===== src/rtl/reg_seq_ctrl.sv =====
// Instruction sequencer for a 4x8 register file and an external ALU.
// Each instruction moves through IDLE -> (RD -> EX) -> (WB) -> IDLE.
module reg_seq_ctrl #(
  parameter int DW = 8,
  parameter int AW = 2,
  parameter int CW = 8
) (
  input  logic          clk,
  input  logic          rst_n,
  input  logic [15:0]   INSTR,
  input  logic          INSTR_VALID,
  output logic          INSTR_READY,
  output logic [AW-1:0] DIR_A,
  output logic [AW-1:0] DIR_B,
  output logic [AW-1:0] DIR_WR,
  output logic [DW-1:0] DI,
  output logic          EN,
  input  logic [DW-1:0] DOA,
  input  logic [DW-1:0] DOB,
  output logic [2:0]    ALU_OP,
  input  logic [DW-1:0] ALU_RES,
  output logic [DW-1:0] DOUT,
  output logic          DOUT_VALID,
  output logic          ZF,
  output logic          ILLEGAL,
  output logic [CW-1:0] INSTR_CNT
);

  typedef enum logic [1:0] {IDLE, RD, EX, WB} state_t;

  state_t          state_reg, state_next;
  logic [3:0]      op_reg;
  logic [AW-1:0]   rd_reg;
  logic            accept;
  logic            retire;

  logic [3:0]      in_op;
  logic            in_nop, in_ldi, in_mov, in_out, in_alu, in_ill;
  logic            ex_mov, ex_out, ex_alu;

  assign in_op  = INSTR[15:12];
  assign in_nop = (in_op == 4'd0);
  assign in_ldi = (in_op == 4'd1);
  assign in_mov = (in_op == 4'd2);
  assign in_out = (in_op == 4'd3);
  assign in_alu = (in_op[3:2] == 2'b01) || (in_op[3:2] == 2'b10);
  assign in_ill = (in_op[3:2] == 2'b11);

  assign ex_mov = (op_reg == 4'd2);
  assign ex_out = (op_reg == 4'd3);
  assign ex_alu = (op_reg[3:2] == 2'b01) || (op_reg[3:2] == 2'b10);

  assign accept = INSTR_VALID && (state_reg == IDLE);

  // State register
  always_ff @(posedge clk or negedge rst_n) begin
    if (!rst_n) begin
      state_reg <= IDLE;
    end else begin
      state_reg <= state_next;
    end
  end

  // Next-state logic
  always_comb begin
    state_next = state_reg;
    case (state_reg)
      IDLE: begin
        if (accept) begin
          if (in_ldi) begin
            state_next = WB;
          end else if (in_mov || in_out || in_alu) begin
            state_next = RD;
          end
        end
      end
      RD:      state_next = EX;
      EX:      state_next = ex_out ? IDLE : WB;
      WB:      state_next = IDLE;
      default: state_next = IDLE;
    endcase
  end

  // Output logic; opcode 4..11 maps to op-4, which mod 8 is just bit 2 flipped
  always_comb begin
    INSTR_READY = (state_reg == IDLE);
    EN          = (state_reg == WB);
    ALU_OP      = 3'd0;
    if (state_reg == EX && ex_alu) begin
      ALU_OP = op_reg[2:0] ^ 3'b100;
    end
  end

  assign retire = (accept && (in_nop || in_ill)) ||
                  (state_reg == EX && ex_out) ||
                  (state_reg == WB);

  always_ff @(posedge clk or negedge rst_n) begin
    if (!rst_n) begin
      op_reg     <= 4'd0;
      rd_reg     <= '0;
      DIR_A      <= '0;
      DIR_B      <= '0;
      DIR_WR     <= '0;
      DI         <= '0;
      DOUT       <= '0;
      DOUT_VALID <= 1'b0;
      ZF         <= 1'b0;
      ILLEGAL    <= 1'b0;
      INSTR_CNT  <= '0;
    end else begin
      DOUT_VALID <= 1'b0;
      if (accept) begin
        op_reg <= in_op;
        rd_reg <= INSTR[10 +: AW];
        if (in_mov || in_out || in_alu) begin
          DIR_A <= INSTR[8 +: AW];
          DIR_B <= INSTR[6 +: AW];
        end
        if (in_ldi) begin
          DIR_WR <= INSTR[10 +: AW];
          DI     <= DW'(INSTR[7:0]);
        end
        if (in_ill) begin
          ILLEGAL <= 1'b1;
        end
      end
      if (state_reg == EX) begin
        if (ex_out) begin
          DOUT       <= DOA;
          DOUT_VALID <= 1'b1;
        end else if (ex_mov) begin
          DIR_WR <= rd_reg;
          DI     <= DOA;
        end else if (ex_alu) begin
          DIR_WR <= rd_reg;
          DI     <= ALU_RES;
        end
      end
      if (state_reg == WB) begin
        ZF <= (DI == '0);
      end
      if (retire) begin
        INSTR_CNT <= INSTR_CNT + 1'b1;
      end
    end
  end

endmodule


===== config.mk =====
export PLATFORM = sky130hd
export DESIGN_NAME = reg_seq_ctrl
export DESIGN_NICKNAME = d
export VERILOG_FILES = /design/src/rtl/reg_seq_ctrl.sv
export SDC_FILE = /design/constraint.sdc
export NUM_CORES = 1
export LEC_CHECK = 0
export ABC_AREA = 0
export ABC_CLOCK_PERIOD_IN_PS = 1930
export BUFFER_PORTS_ARGS = -buffer_cell sky130_fd_sc_hd__clkbuf_2
export CORE_ASPECT_RATIO = 0.7
export CORE_MARGIN = 2
export CORE_UTILIZATION = 30
export CTS_BUF_LIST = sky130_fd_sc_hd__clkbuf_16
export CTS_CLUSTER_DIAMETER = 200
export DETAILED_ROUTE_END_ITERATION = 16
export SYNTH_ARGS = -nofsm -noshare
export SYNTH_HDL_FRONTEND = slang
export SYNTH_SLANG_ARGS = --single-unit

===== constraint.sdc =====
create_clock -name clk -period 1.93 [get_ports clk]
set_input_delay 0.0965 -clock clk [delete_from_list [all_inputs] [get_ports clk]]
set_output_delay 0.0965 -clock clk [all_outputs]
set_load 0.005 [all_outputs]

# == Word-level counts from Yosys, hierarchy flattened ==
# Index checks and enable logic that the tools add are counted.
# classes
order_cmp,0
n_div,0
bitwise_logic,1
n_shift,0
eq_ne,15
reduce_logical,18
n_addsub,1
muxes,20
n_mul,0
# op_table
cell,n
$mux W8,6
$mux W2,10
$eq A4 B2 Y1 const B,4
$eq A2 B2 Y1 const B,5
$add A8 B1 Y8 const B,1
$logic_not A8 Y1,1
$pmux W2 S4,1
$reduce_and A2 Y1,4
$logic_or A1 B1 Y1,7
$eq A2 B1 Y1 const B,3
$eq A4 B1 Y1 const B,1
$logic_and A1 B1 Y1,4
$logic_not A4 Y1,1
$mux W3,1
$ne A3 B1 Y1 const B,1
$logic_not A2 Y1,1
$mux W1,2
$ne A2 B1 Y1 const B,1
$not A1 Y1,1
# totals
reg_bits,41
romBits,0
elab_cells,67
latchBits,0
out_inout_bits,38
in_bits,43
mem_count,0
mem_bits_rw,0

# == Depth between registers and ports, before layout ==
# Gate-level depths: netlist (run 1).
# logic_depth
ltp_word,7
mapped_depth,7
depth_no_buf,6

# == Least setup slack after synthesis (run 1) ==
# OpenSTA, ideal clock, no wires.
# synth_path
path_type,register -> register
start,reg op_reg[2]
end,reg DIR_WR[0]
setup_ns,0.125
synth_period_minus_slack_ns,1.556
arrival_ns,1.431
path_slack_ns,0.374
stages_incl_launch_ff,6
path_buffers,0
cell_sequence,dfrtp_1 -> inv_1 -> ha_1 -> nand3b_2 -> a21oi_2 -> mux2_2
# synth_via
elab_chain_cells,6
elab_cells_between_ends,9
cone_classes,4 x eq/ne; 4 x mux; 1 x reduce/logical
# synth_lines
item,line,source
from (decl),32,logic [3:0] op_reg;
from (signal assigned),114,op_reg <= in_op;
$eq A2 B1 Y1 / $eq A2 B2 Y1 (equally long branches),51,assign ex_alu = (op_reg[3:2] == 2'b01) || (op_reg[3:2] == 2'b10);
$logic_or A1 B1 Y1,51,
$mux W2,135,end else if (ex_alu) begin
$mux W2,132,end else if (ex_mov) begin
$mux W2 *,129,if (ex_out) begin
$mux W2 *,128,if (state_reg == EX) begin
to (signal assigned),121,DIR_WR <= INSTR[10 +: AW];
to (signal assigned),133,DIR_WR <= rd_reg;
to (signal assigned),136,DIR_WR <= rd_reg;
to (decl),15,"output logic [AW-1:0] DIR_WR,"
# Mark *: on every way between the ends. The rest lies on a longest branch, timed or not.
# A chain may end at the register's enable or synchronous reset.

# == Final worst setup path (run 1) ==
# layout_path
start,reg state_reg[0]
end,reg INSTR_CNT[1]
# layout_via
elab_chain_cells,5
elab_cells_between_ends,8
cone_classes,2 x eq/ne; 6 x reduce/logical
# layout_lines
item,line,source
from (decl),31,"state_t state_reg, state_next;"
from (signal assigned),60,state_reg <= state_next;
$logic_not A2 Y1,53,assign accept = INSTR_VALID && (state_reg == IDLE);
$logic_and A1 B1 Y1,53,
$logic_and A1 B1 Y1,94,assign retire = (accept && (in_nop || in_ill)) ||
$logic_or A1 B1 Y1,94,
$logic_or A1 B1 Y1 *,95,(state_reg == EX && ex_out) ||
to (signal assigned),144,INSTR_CNT <= INSTR_CNT + 1'b1;
to (decl),26,output logic [CW-1:0] INSTR_CNT
# Marked as above.

==> impl_metrics.ini, run 1 <==
[status]
status = completed

[worst_hold_path]
min_path_type = in -> reg

[power_and_ir_drop]
max-vdd-ir-drop_mv = 0.628
clkPwrFrac_pct = 21.6
p_seq_share_pct = 37.1
power_frac_comb_pct = 41.3
internal_power_mw = 2.79
total_leakage_power_nw = 1.33
p_sw_mw = 1.47
powerDensity_nw_per_um2 = 1580
swShare_pct = 34.5

[sta]
fin_setup_tns_ps = 0
hold_violations = 0
tightest_slew_ps = 535
finalCriticalPeriod_ps = 1610
rsz0062_at_grt = no
slew_viol_final = 0
period_share_pct = 83.2
max_freq_mhz = 623
finalSetupViolCount = 0
skew_ps = 4.50
relSlewSlack_pct = 64.4

[synthesis]
synth_mux_area_share_pct = 17.2
synthSimpleGateAreaFrac_pct = 15.2
synth_adder_area_share_pct = 3.14
yosys_register_bits = 41
yosysWarnings = 0
synth_top_family_by_area = multiplexers
ys_types = 34
synth_area_um2 = 1990
synth_edf_count = 0
yosysSeqAreaShare_pct = 51.5
syn_avg_cell_area_um2 = 12.0
synth_xor_xnor_area_share_pct = 3.08
synth_ff_type = dfrtp_1
synthArstFlopShare_pct = 100
syn_inst = 166
synth_compound_area_share_pct = 7.78
syn_nets = 214

[critical_path]
startpoint_type = register
cp_num_buf_inv = 0
critPathKind = reg -> reg
crit_required_ps = 2090
path_delay_family = flip-flops
path_cells = and3b_1 > a211o_1 > nand2_2 > mux2_1
cp.arrival_ps = 1760
critical-path-max-stage-delay_ps = 450
crit_slowest_cell = dfrtp_1
cp_max_fo = 7
end_kind = register

[floorplanning]
num_rows = 24
ios = 81
dieHeight_um = 72.2
coreArea_um2 = 6340
die_area_um2 = 7320
start_util_pct = 31.5
die_x_um = 101

[routing]
num_vias = 1574
wl_per_cell_um = 14.4
drc = 0
dr.pass1.iters = 4
drt-vias-per-instance = 4.60
drt_iter0_markers = 32
routed_wl_um = 4920
ant_nets = 0

[global_routing]
grt.met3_usage_pct = 4.53
antenna_found_initial = 0
grt_busiest_layer = met1
use_met1_pct = 21.3
grt_use_total_pct = 14.2
grt_pass1_wl_um = 8000
grt_use_met2_pct = 20.8
grt_start_max_net_pins = 23
grt_pass1_vias = 1592
grt-ovfl-total = 0

[placement]
port_buffers = 72
hpwlAfterDp_um = 3930
post_dp_cell_area_um2 = 2520
gp_congestion = 0.747

[final_layout]
final_area_um2 = 2690
drive_gt1_share_pct = 45.4
finalNetCount = 298
n_antenna_cell = 0
top_regs = DI: 8 flops, DOUT: 8 flops, INSTR_CNT: 8 flops
syn_to_final_growth_pct = 34.9

[cts]
clkLatencyLatePin_ps = 280
clockRootBuffer = clkbuf_16
clkSinkCount = 41
cts_setup_buffers = 0
cts_tree = yes
cts_max_path_buffers = 2
htree_levels = 2
path_clk_slew_ps = 60
numCtsBuffers = 5

[job]
drv_cap = 0
[layer usage]
metal  part of all wire [%]  vias to the layer above
li1                       -                      779
met1                     52                      737
met2                     41                       58
met3                    7.7                        0
met4                      0                        0
met5                      0                        -
[power by group through the flow]
stage	logic [mW]	registers, mW	clock network, mW
floorplan	1.05	1.56	0
global placement	1.76	1.58	0
detailed placement	1.78	1.60	0
CTS	1.80	1.59	0.940
global route	1.98	1.65	0.984
finish	1.76	1.58	0.921
[worst reg2reg max path: stages (launching register included)]
cell,delay (ps)
dfrtp_1,450
and3b_1,210
a211o_1,380
nand2_2,130
mux2_1,320
[cells by family (layout without fill, tap and decap cells)]
logic type	Yosys count	count (layout)
xor gates and xnor gates	7	7
adders and majority gates	5	5
DFF	41	41
muxes	30	30
AOI/OAI and AO/OA	26	26
buffers and inverters	9	94
and+or+nand+nor	48	48
[layout by cell type (no fill, tap or decap), types with 3 or more instances in the layout]
| master | Yosys | routed |
|---|---|---|
| o21ai_0 | 4 | 4 |
| clkbuf_16 | 0 | 5 |
| and3_1 | 13 | 13 |
| xnor2_1 | 7 | 7 |
| buf_4 | 2 | 7 |
| and4_1 | 3 | 3 |
| a21oi_1 | 9 | 9 |
| mux2_4 | 4 | 4 |
| nand2_1 | 4 | 4 |
| nand4_1 | 4 | 4 |
| clkbuf_2 | 0 | 72 |
| dfrtp_1 | 41 | 41 |
| nand3_1 | 7 | 7 |
| o22ai_1 | 8 | 8 |
| mux2i_1 | 8 | 8 |
| inv_1 | 5 | 6 |
| mux2_2 | 17 | 17 |
| ha_1 | 5 | 5 |
[per-stage QoR]
step                total power, mW  instances  setup WS (ps)  hold WS, ps  utilization (%)
finish                         4.26        342            324         55.2             42.4
global route                   4.61        342            198         50.2             42.4
CTS                            4.32        342            305         51.9             42.4
detailed placement             3.39        333            312          101             39.7
global placement               3.35        333            339          100             39.7
floorplan                      2.61        166            374         -199                -
[layout make-up]
class | count | area, um^2
Fill cell | 630 | 3650
Sequential cell | 41 | 1030
Multi-Input combinational cell | 116 | 925
Timing Repair Buffer | 81 | 443
Clock buffer | 5 | 125
Tap cell | 91 | 114
Clock inverter | 3 | 37.5
Inverter | 5 | 18.8
[timing repair]
action | 4_1_cts | 5_1_grt
endpoints found under the hold margin | 19 | 0
gates resized for setup | 0 | 0
hold buffers | 1 | 0
[cell usage after synthesis, types with 3 or more instances]
library cell  number  area (um^2)
a21oi_1            9         45.0
inv_1              5         18.8
nand4_1            4         25.0
mux2i_1            8         80.1
and3_1            13         81.3
o22ai_1            8         50.1
nand2_1            4         15.0
mux2_2            17          191
dfrtp_1           41         1030
mux2_4             4         60.1
nand3_1            7         35.0
xnor2_1            7         61.3
ha_1               5         62.6
and4_1             3         26.3
o21ai_0            4         20.0
[final timing paths]
check / from / slack [ps] / endpoint / cells past startpoint
setup / recovery: state_reg[0]$_DFFE_PN0P_ / 320 / INSTR_CNT[1]$_DFFE_PN0P_ / 4
hold / removal: INSTR[9] / 60 / DIR_A[1]$_DFFE_PN0P_ / 2
setup reg to reg: state_reg[0]$_DFFE_PN0P_ / 320 / INSTR_CNT[1]$_DFFE_PN0P_ / 4
hold reg to reg: ILLEGAL$_DFFE_PN0P_ / 460 / ILLEGAL$_DFFE_PN0P_ / 1
max in group asynchronous: rst_n / 1080 / ILLEGAL$_DFFE_PN0P_ / 3
min in group asynchronous: rst_n / 330 / DOUT[2]$_DFFE_PN0P_ / 2
(Power assumes the default switching activity.)
==> run 2: changes to the inputs <==
--- a/config.mk
+++ b/config.mk
@@ -6,7 +6,7 @@
 export NUM_CORES = 1
 export LEC_CHECK = 0
 export ABC_AREA = 0
-export ABC_CLOCK_PERIOD_IN_PS = 1930
+export ABC_CLOCK_PERIOD_IN_PS = 1600
 export BUFFER_PORTS_ARGS = -buffer_cell sky130_fd_sc_hd__clkbuf_2
 export CORE_ASPECT_RATIO = 0.7
 export CORE_MARGIN = 2
==> constraint.sdc (replaced) <==
create_clock -name clk -period 1.6 [get_ports clk]
set_input_delay 0.08 -clock clk [delete_from_list [all_inputs] [get_ports clk]]
set_output_delay 0.08 -clock clk [all_outputs]
set_load 0.005 [all_outputs]
==> run 2 against run 1 <==
Against the previous run: via count grew 3.1%; clock power grew 23%; cell count grew 1.2%; global-route usage is essentially flat; count of clock-buffer cells in the layout is the same; worst setup slack lost 240 ps; critical endpoint is now ALU_OP[1]; design area grew 3.0%; critical path type is now reg -> out.
==> impl_metrics.ini, run 2 (same netlist as run 1, synthesis figures left out) <==
[status]
status = completed

[floorplanning]
dieHeight_um = 72.2
die_x_um = 101
die_area_um2 = 7320
start_util_pct = 31.5
num_rows = 24
coreArea_um2 = 6340
ios = 81

[final_layout]
layout_commonest_cell = clkbuf_2
finalNetCount = 302
final_cell_mix = clkbuf_2 (72), dfrtp_1 (40), mux2_2 (17)
filler_cell_count = 596
syn_to_final_growth_pct = 38.9
drive_gt1_share_pct = 49.0
postLayoutCoreUtil_pct = 43.7
top_regs = DI: 8 flops, DOUT: 8 flops, INSTR_CNT: 8 flops
n_antenna_cell = 0

[power_and_ir_drop]
max-vdd-ir-drop_mv = 0.903
power_mw = 5.33
powerDensity_nw_per_um2 = 1920
total_leakage_power_nw = 1.34

[sta]
max_freq_mhz = 660
finalSetupViolCount = 0
relSlewSlack_pct = 76.5
tightest_slew_ps = 352
slew_viol_final = 0
hold_violations = 0
skew_ps = 6.68
finalCriticalPeriod_ps = 1520
period_share_pct = 94.7

[placement]
hpwlAfterDp_um = 3950
port_buffers = 72
gp_congestion = 0.792

[global_routing]
grt-ovfl-total = 0
grt_pass1_wl_um = 7940
antenna_found_initial = 0
grt_start_max_net_pins = 18
grt_pass1_vias = 1588
grt_use_total_pct = 14.2

[critical_path]
startpoint_type = register
crit_required_ps = 1520
cp_max_fo = 11
end_kind = primary output
cp.arrival_ps = 1440
critPathKind = reg -> out

[cts]
path_clk_slew_ps = 60
cts_max_path_buffers = 2
htree_levels = 2
cts_tree = yes
numCtsBuffers = 5
clockRootBuffer = clkbuf_16
clkSinkCount = 41
cts_setup_buffers = 0
clkLatencyLatePin_ps = 280

[job]
drv_cap = 0

[routing]
ant_nets = 0
drt-vias-per-instance = 4.69
wl_per_cell_um = 14.3
routed_wl_um = 4960
drt_iter0_markers = 55
drc = 0
num_vias = 1623
dr.pass1.iters = 4

[worst_hold_path]
min_path_type = in -> reg
[run 2: metal layers]
| metal | vias to the layer above | GRT usage [%] | wire [um] |
|---|---|---|---|
| li1 | 788 | - | - |
| met1 | 771 | 20.9 | 2530 |
| met2 | 61 | 20.2 | 2030 |
| met3 | 3 | 4.82 | 384 |
| met4 | 0 | 2.85 | 23 |
| met5 | - | 0 | 0 |
[run 2: layout make-up]
type,count,area [um^2],area share (%)
clock buffer,5,125,4.52
clock inverter,3,41.3,1.49
inverter,5,18.8,0.678
multi-input combinational,116,957,34.6
sequential,41,1030,37.1
tap,91,114,4.11
timing repair buffer,85,485,17.5
[run 2: final timing paths]
| kind | from | end | slack [ps] | depth (start not counted) |
|---|---|---|---|---|
| min in group asynchronous | rst_n | DOUT_VALID$_DFF_PN0_ | 240 | 2 |
| min | INSTR[9] | DIR_A[1]$_DFFE_PN0P_ | 30 | 2 |
| max in group asynchronous | rst_n | INSTR_CNT[3]$_DFFE_PN0P_ | 790 | 3 |
| max reg2reg | op_reg[2]$_DFFE_PN0N_ | DIR_WR[0]$_DFF_PN0_ | 110 | 5 |
| min reg2reg | ILLEGAL$_DFFE_PN0P_ | ILLEGAL$_DFFE_PN0P_ | 450 | 1 |
| max | op_reg[2]$_DFFE_PN0N_ | ALU_OP[1] | 80 | 5 |
[run 2: worst max-delay path, stage by stage (launching register included)]
cell,delay (ps)
dfrtp_1,370
inv_2,60
ha_2,270
buf_4,170
and3_1,180
clkbuf_2,110
[run 2: stage by stage]
| step | worst slack, ps | hold WS, ps | setup TNS [ps] | area [um^2] | std cells |
|---|---|---|---|---|---|
| CTS | 27.9 | 27.7 | 0 | 2740 | 346 |
| global route | -7.52 | 27.6 | -10.8 | 2770 | 346 |
| global placement | 59.7 | -6.21 | 0 | 2560 | 337 |
| floorplan | 44.2 | -216 | 0 | 1990 | 166 |
| detailed placement | 30.1 | 2.95 | 0 | 2560 | 337 |
| finish | 84.2 | 33.0 | 0 | 2770 | 346 |
[run 2: power by group]
part	internal [mW]	switching (mW)
Sequential	1.52	0.390
Combinational	1.20	1.08
Clock	0.730	0.405
[run 2: what timing repair did]
action	4_1_cts	5_1_grt
hold buffers	1	0
resized for setup	0	9
endpoints found under the setup margin	0	14
endpoints found under the hold margin	12	0
